$ cat src/rtl/fp_multiplier_top.sv
// Sequential IEEE-754 binary32 multiplier: operands arrive one after the other on a
// shared bus, a 24-cycle radix-2 shift-add produces the significand product, then one normalise cycle.
module fp_multiplier_top (
  input  logic        clk,
  input  logic        rst,
  input  logic        start,
  input  logic        resultaccept,
  input  logic [31:0] Tempbus,
  output logic [31:0] ResultBus,
  input  logic        ready,
  output logic        accept,
  output logic        doneMul,
  output logic        resultready
);

  localparam int unsigned WW = 32;  // word width
  localparam int unsigned EW = 8;   // exponent field width
  localparam int unsigned FW = 23;  // fraction field width
  localparam int unsigned SW = 24;  // significand width with hidden bit
  localparam int unsigned PW = 48;  // full significand product width
  localparam int unsigned CW = 5;   // multiply step counter width
  localparam int unsigned XW = 10;  // signed exponent arithmetic width

  typedef enum logic [2:0] {
    GET_A  = 3'd0,
    ACK_A  = 3'd1,
    GET_B  = 3'd2,
    ACK_B  = 3'd3,
    LOADED = 3'd4,
    MUL    = 3'd5,
    NORM   = 3'd6,
    DONE   = 3'd7
  } state_t;

  state_t r_state;
  state_t w_next;

  logic [WW-1:0] r_a;
  logic [WW-1:0] r_b;
  logic [PW-1:0] r_mcand;
  logic [SW-1:0] r_mplier;
  logic [PW-1:0] r_prod;
  logic [CW-1:0] r_cnt;

  logic [EW-1:0]        w_ea;
  logic [EW-1:0]        w_eb;
  logic [FW-1:0]        w_fa;
  logic [FW-1:0]        w_fb;
  logic                 w_sign;
  logic                 w_a_zero;
  logic                 w_b_zero;
  logic                 w_a_inf;
  logic                 w_b_inf;
  logic                 w_a_nan;
  logic                 w_b_nan;
  logic                 w_shift;
  logic [PW-1:0]        w_norm_prod;
  logic [FW-1:0]        w_frac;
  logic signed [XW-1:0] w_exp;
  logic [WW-1:0]        w_result;

  // State register
  always_ff @(posedge clk or posedge rst) begin
    if (rst) r_state <= GET_A;
    else     r_state <= w_next;
  end

  // Next-state logic
  always_comb begin
    w_next = r_state;
    case (r_state)
      GET_A:   if (ready)         w_next = ACK_A;
      ACK_A:   if (!ready)        w_next = GET_B;
      GET_B:   if (ready)         w_next = ACK_B;
      ACK_B:   if (!ready)        w_next = LOADED;
      LOADED:  if (start)         w_next = MUL;
      MUL:     if (r_cnt == CW'(SW - 1)) w_next = NORM;
      NORM:                       w_next = DONE;
      DONE:    if (resultaccept)  w_next = GET_A;
      default:                    w_next = GET_A;
    endcase
  end

  // Operand classification and normalised result
  always_comb begin
    w_ea     = r_a[WW-2 -: EW];
    w_eb     = r_b[WW-2 -: EW];
    w_fa     = r_a[FW-1:0];
    w_fb     = r_b[FW-1:0];
    w_sign   = r_a[WW-1] ^ r_b[WW-1];
    w_a_zero = (w_ea == '0);
    w_b_zero = (w_eb == '0);
    w_a_inf  = (w_ea == '1) && (w_fa == '0);
    w_b_inf  = (w_eb == '1) && (w_fb == '0);
    w_a_nan  = (w_ea == '1) && (w_fa != '0);
    w_b_nan  = (w_eb == '1) && (w_fb != '0);

    w_shift     = r_prod[PW-1];
    w_norm_prod = w_shift ? (r_prod >> 1) : r_prod;
    w_frac      = FW'(w_norm_prod >> FW);
    w_exp       = $signed(XW'(w_ea) + XW'(w_eb) - XW'(127) + XW'(w_shift));

    w_result = {w_sign, EW'(w_exp), w_frac};
    if (w_a_nan || w_b_nan || (w_a_inf && w_b_zero) || (w_b_inf && w_a_zero))
      w_result = 32'h7FC0_0000;
    else if (w_a_inf || w_b_inf)
      w_result = {w_sign, {EW{1'b1}}, {FW{1'b0}}};
    else if (w_a_zero || w_b_zero)
      w_result = {w_sign, {(WW-1){1'b0}}};
    else if (w_exp >= XW'(255))
      w_result = {w_sign, {EW{1'b1}}, {FW{1'b0}}};
    else if (w_exp <= $signed(XW'(0)))
      w_result = {w_sign, {(WW-1){1'b0}}};
  end

  // Operand capture, shift-add datapath and registered outputs
  always_ff @(posedge clk or posedge rst) begin
    if (rst) begin
      r_a         <= '0;
      r_b         <= '0;
      r_mcand     <= '0;
      r_mplier    <= '0;
      r_prod      <= '0;
      r_cnt       <= '0;
      ResultBus   <= '0;
      accept      <= 1'b0;
      doneMul     <= 1'b0;
      resultready <= 1'b0;
    end else begin
      doneMul <= 1'b0;
      case (r_state)
        GET_A: if (ready) begin
          r_a    <= Tempbus;
          accept <= 1'b1;
        end
        ACK_A: if (!ready) accept <= 1'b0;
        GET_B: if (ready) begin
          r_b    <= Tempbus;
          accept <= 1'b1;
        end
        ACK_B: if (!ready) accept <= 1'b0;
        LOADED: if (start) begin
          r_mcand  <= PW'({1'b1, r_a[FW-1:0]});
          r_mplier <= {1'b1, r_b[FW-1:0]};
          r_prod   <= '0;
          r_cnt    <= '0;
        end
        MUL: begin
          if (r_mplier[0]) r_prod <= r_prod + r_mcand;
          r_mcand  <= r_mcand << 1;
          r_mplier <= r_mplier >> 1;
          r_cnt    <= r_cnt + CW'(1);
        end
        NORM: begin
          ResultBus   <= w_result;
          doneMul     <= 1'b1;
          resultready <= 1'b1;
        end
        DONE: if (resultaccept) resultready <= 1'b0;
        default: ;
      endcase
    end
  end

endmodule

$ cat config.mk
export PLATFORM = sky130hd
export DESIGN_NAME = fp_multiplier_top
export DESIGN_NICKNAME = d
export VERILOG_FILES = /design/src/rtl/fp_multiplier_top.sv
export SDC_FILE = /design/constraint.sdc
export NUM_CORES = 1
export LEC_CHECK = 0
export CORE_MARGIN = 2
export CORE_UTILIZATION = 70
export CTS_BUF_LIST = sky130_fd_sc_hd__clkbuf_2
export DETAILED_ROUTE_END_ITERATION = 16
export DONT_BUFFER_PORTS = 1
export PLACE_DENSITY = 0.87
export SLEW_MARGIN = 0
export SYNTH_ARGS = -nofsm -noshare
export SYNTH_HDL_FRONTEND = slang
export SYNTH_SLANG_ARGS = --single-unit
$ cat constraint.sdc
create_clock -name clk -period 24.8 [get_ports clk]
set_clock_uncertainty 0.15 [all_clocks]
set_input_delay 7.44 -clock clk [delete_from_list [all_inputs] [get_ports clk]]
set_output_delay 7.44 -clock clk [all_outputs]
set_load 0.01 [all_outputs]
# After elaboration in Yosys (flattened, before gate mapping)
# Index checks and enable logic that the tools add are counted.
[classes]
n_addsub = 5
n_lt_le_gt_ge = 2
eq_ne = 20
mux = 29
bitwise_logic = 1
reduce_logical = 30
[op_table]
columns = ["operator", "n"]
rows = [
  ["$pmux 48 s2", 2],
  ["$mux 48", 3],
  ["$mux 31", 4],
  ["$add 48x48->48", 1],
  ["$pmux 24 s2", 1],
  ["$logic_not 23->1", 2],
  ["$mux 46", 1],
  ["$reduce_bool 23->1", 2],
  ["$mux 32", 1],
  ["$mux 24", 1],
  ["$pmux 3 s8", 1],
  ["$mux 3", 7],
  ["$ne 2x2->1 const B", 9],
  ["$eq 8x8->1 const B", 2],
  ["$logic_not 8->1", 2],
  ["$eq 3x3->1 const B", 4],
  ["$add 10x1->10", 1],
  ["$ge 10x9->1 const B", 1],
  ["$le 10x1->1 const B", 1],
  ["$pmux 5 s2", 1],
  ["$sub 9x7->10 const B", 1],
  ["$add 8x8->9", 1],
  ["$reduce_and 2->1", 4],
  ["$reduce_and 7->1", 1],
  ["15 further kinds", 33],
]
[totals]
regBits = 227
in_bits = 37
output_inout_bits = 35
word_cells = 98

# Longest topological paths before layout
[depth]
depth_word = 9
depth_mapped = 15
mapped_depth_nobuf = 14

# Least setup slack after synthesis
# No wires, ideal clock.
[synth_path]
kind = "input to register"
start = "input port start"
end = "register r_prod[47]"
setup_time_ps = 124
arrival_ps = 8565
setup_slack_ps = 15961
path_stages = 8
cell_sequence = "inv_1 -> a21oi_1 -> nand2_1 -> clkbuf_1 -> clkbuf_1 -> a21oi_1 -> a21oi_1 -> nand2_1"
[synth_between]
elab_chain_cells = 2
[synth_rtl]
columns = ["element", "line_no", "source"]
rows = [
  ["start, declared", "6", "input logic start,"],
  ["$ne 2x2->1 (no source line)", "-", ""],
  ["$reduce_and 3->1 (no source line)", "-", ""],
  ["end signal, assigned", "149", "if (r_mplier[0]) r_prod <= r_prod + r_mcand;"],
  ["end, declared", "42", "logic [PW-1:0] r_prod;"],
]
# No other way between the ends.
# A chain may end at the register's enable or synchronous reset.

# Worst setup path after layout
[layout_path]
start = "register ResultBus[31]"
end = "output port ResultBus[31]"
[layout_lines]
columns = ["element", "line_no", "source"]
rows = [
  ["start, declared", "9", "output logic [31:0] ResultBus,"],
  ["start signal, assigned", "155", "ResultBus <= w_result;"],
]
# No word-level cell between the ends.

==> run_results.csv <==
group,metric,value,unit
critical_path,cp_max_fo,2,
routing,drt_iter0_drc,741,
critical_path,reg2regPathDepth,15,
die,row_count,48,
grt,met1_usage,0.390,
die,coreArea,17400,um^2
routing,antenna_left,0,
hold_path,hold_path_class,"register to register",
yosys,ys_ff_latch,227,
critical_path,startpoint_type,"register",
grt,grt_max_degree,124,
clocking,clock_latency,850,ps
critical_path,rr_startpoint,"r_prod[47]",
routing,avgRoutedWirePerCell,18.2,um
die,start_util,0.718,
timing,max_freq,113,MHz
clocking,cts_buffer_depth,3,
routing,drcViolationCount,0,
grt,grt_pass1_wl,45800,um
grt,antenna_found_initial,1,
critical_path,reg2reg_setup_slack,20180,ps
yosys,netlist_area,12500,um^2
clocking,post-cts-setup-buffers,0,
grt,grt_use_met3,0.0515,
clocking,cts_tree,"done",
power,p_leak,0.00643,uW
placement,dp_hpwl,19100,um
clocking,cts_root_buffer,"clkbuf_2",
timing,finalCritPeriodShare,0.358,
final_layout,final_cell_mix,"dfrtp_1, nand2_1, o21ai_0",
critical_path,worstSetupEndpointType,"output pin",
run_status,status,"finished, final reports clean",
yosys,synth_edf_count,0,
power,peakVddDrop,0.0806,mV
yosys,syn_area_per_cell,10.1,um^2
clocking,hold_buffers,0,
routing,routed_wl,27600,um
final_layout,drive_above_1_share,0.134,
routing,firstDrtPassIters,5,
grt,grt_usage,0.303,
final_layout,fillers,1175,
clocking,cts_sinks,227,
clocking,cts-buffers-inserted,55,
timing,rsz0062_at_grt,"no",
yosys,synthArstFlopShare,1.00,
timing,min_period,8890,ps
clocking,cts_resized,0,
final_layout,area_growth,5.35,%
clocking,path_clk_slew,110,ps
hold_path,worstHoldPathCells,2,
run,max_cap_viol_count,0,
yosys,synth_cells,1240,
placement,port_buffers,0,
grt,first_global_vias,9619,
timing,final_hold_viol_count,0,
hold_path,holdPathEnd,"r_mplier[9]",
yosys,synth-main-ff-cell,"dfrtp_1",
timing,fin_ws,15910,ps
die,die_h,137,um
routing,routed_via_density,6.43,
yosys,synth_warnings,0,
placement,dp_slack,15020,ps
power,powerDensity,108,nW/um^2
grt,grt_util_met2,0.518,
placement,place_area,12600,um^2
final_layout,design_area,13100,um^2
timing,setup_viol,0,
die,die_x,137,um
yosys,ys_types,66,
power,total_power,1420,uW
critical_path,required,17210,ps
timing,tns,0,ps
die,die_area,18900,um^2
clocking,htree_levels,2,
critical_path,r2r_end,"ResultBus[3]",
critical_path,worstSetupPathType,"register to output pin",
hold_path,min_from,"r_mplier[9]",
yosys,ys_seq_area_frac,0.456,
critical_path,critPathArrivalTime,1300,ps
grt,grt.overflow.total,0,
final_layout,mostFrequentLayoutCell,"dfrtp_1",
timing,timing_worst_slew_pin_value,1180,ps
yosys,synth_nets,1347,
grt,busiest_layer,"met2",
timing,relSlewSlack,0.214,
timing,slew_viol_final,0,
die,boundaryPins,72,
final_layout,layout.nets,1356,
timing,hold_ws,335,ps
routing,vias,9734,
placement,place.gp.congestion,0.901,
## final cells by class
cell class | instances | area [um^2] | share of cell area
multi-input combinational | 927 | 6460 | 0.492
sequential | 227 | 5680 | 0.433
clock buffer | 75 | 375 | 0.0286
tap | 225 | 282 | 0.0214
clock inverter | 20 | 136 | 0.0104
inverter | 27 | 109 | 0.00829
timing repair buffer | 11 | 82.6 | 0.00629
antenna | 1 | 2.50 | 0.000191
## Yosys cell counts, types with 8 or more instances
| cell | number | area [um^2] |
|---|---|---|
| a21o_1 | 36 | 270 |
| a21oi_1 | 60 | 300 |
| a22o_1 | 31 | 272 |
| a31oi_1 | 8 | 50.1 |
| and2_1 | 10 | 62.6 |
| buf_1 | 12 | 45.0 |
| clkbuf_1 | 45 | 169 |
| dfrtp_1 | 227 | 5680 |
| ha_1 | 68 | 851 |
| inv_1 | 27 | 101 |
| mux2_2 | 67 | 754 |
| mux2i_1 | 71 | 711 |
| nand2_1 | 168 | 631 |
| nand3_1 | 22 | 110 |
| nand4_1 | 14 | 87.6 |
| nor2_1 | 50 | 188 |
| nor3_1 | 15 | 75.1 |
| nor4_1 | 17 | 106 |
| o211ai_1 | 8 | 60.1 |
| o21ai_0 | 134 | 671 |
| o31ai_1 | 8 | 60.1 |
| xnor2_1 | 22 | 193 |
| xor2_1 | 22 | 193 |
## kinds of logic after synthesis
logic type | count (synthesis) | share of synthesized area
xor gates and xnor gates | 44 | 0.0309
AOI/OAI and AO/OA | 347 | 0.178
and+or+nand+nor | 328 | 0.120
muxes | 138 | 0.118
adders and majority gates | 70 | 0.0715
buffers and inverters | 86 | 0.0268
DFF | 227 | 0.456
## report_power, final
part	switching [uW]	leakage, uW	internal, uW
clock network	152	0.000376	103
logic	320	0.00312	245
registers	109	0.00294	488
## stage by stage
step	util	cells
6_report	0.756	1513
5_1_grt	0.756	1513
4_1_cts	0.756	1511
3_5_place_dp	0.726	1416
3_3_place_gp	0.726	1416
2_1_floorplan	-	1240
## flip-flops by register name, summed over array words and instances (netlist names)
register	count
r_mcand	48
r_prod	48
ResultBus	32
r_a	32
r_b	32
r_mplier	24
r_cnt	5
r_state	3
accept	1
doneMul	1
resultready	1
## worst max path at each step
stage | slack [ps] | startpoint | endpoint | cells after the start
global route | 15620 | rst | r_a[14] | 3
global placement | 15050 | rst | r_prod[16] | 3
CTS | 15880 | accept | accept | 0
detailed placement | 15020 | rst | r_prod[16] | 3
finish | 15910 | ResultBus[31] | ResultBus[31] | 0
floorplan | 10990 | rst | ResultBus[0] | 1
## layer usage
layer	routed length, um	part of all wire
met3	1620	0.059
met1	11600	0.42
met5	0	0
met4	629	0.023
met2	13700	0.50
(Power assumes the default switching activity.)
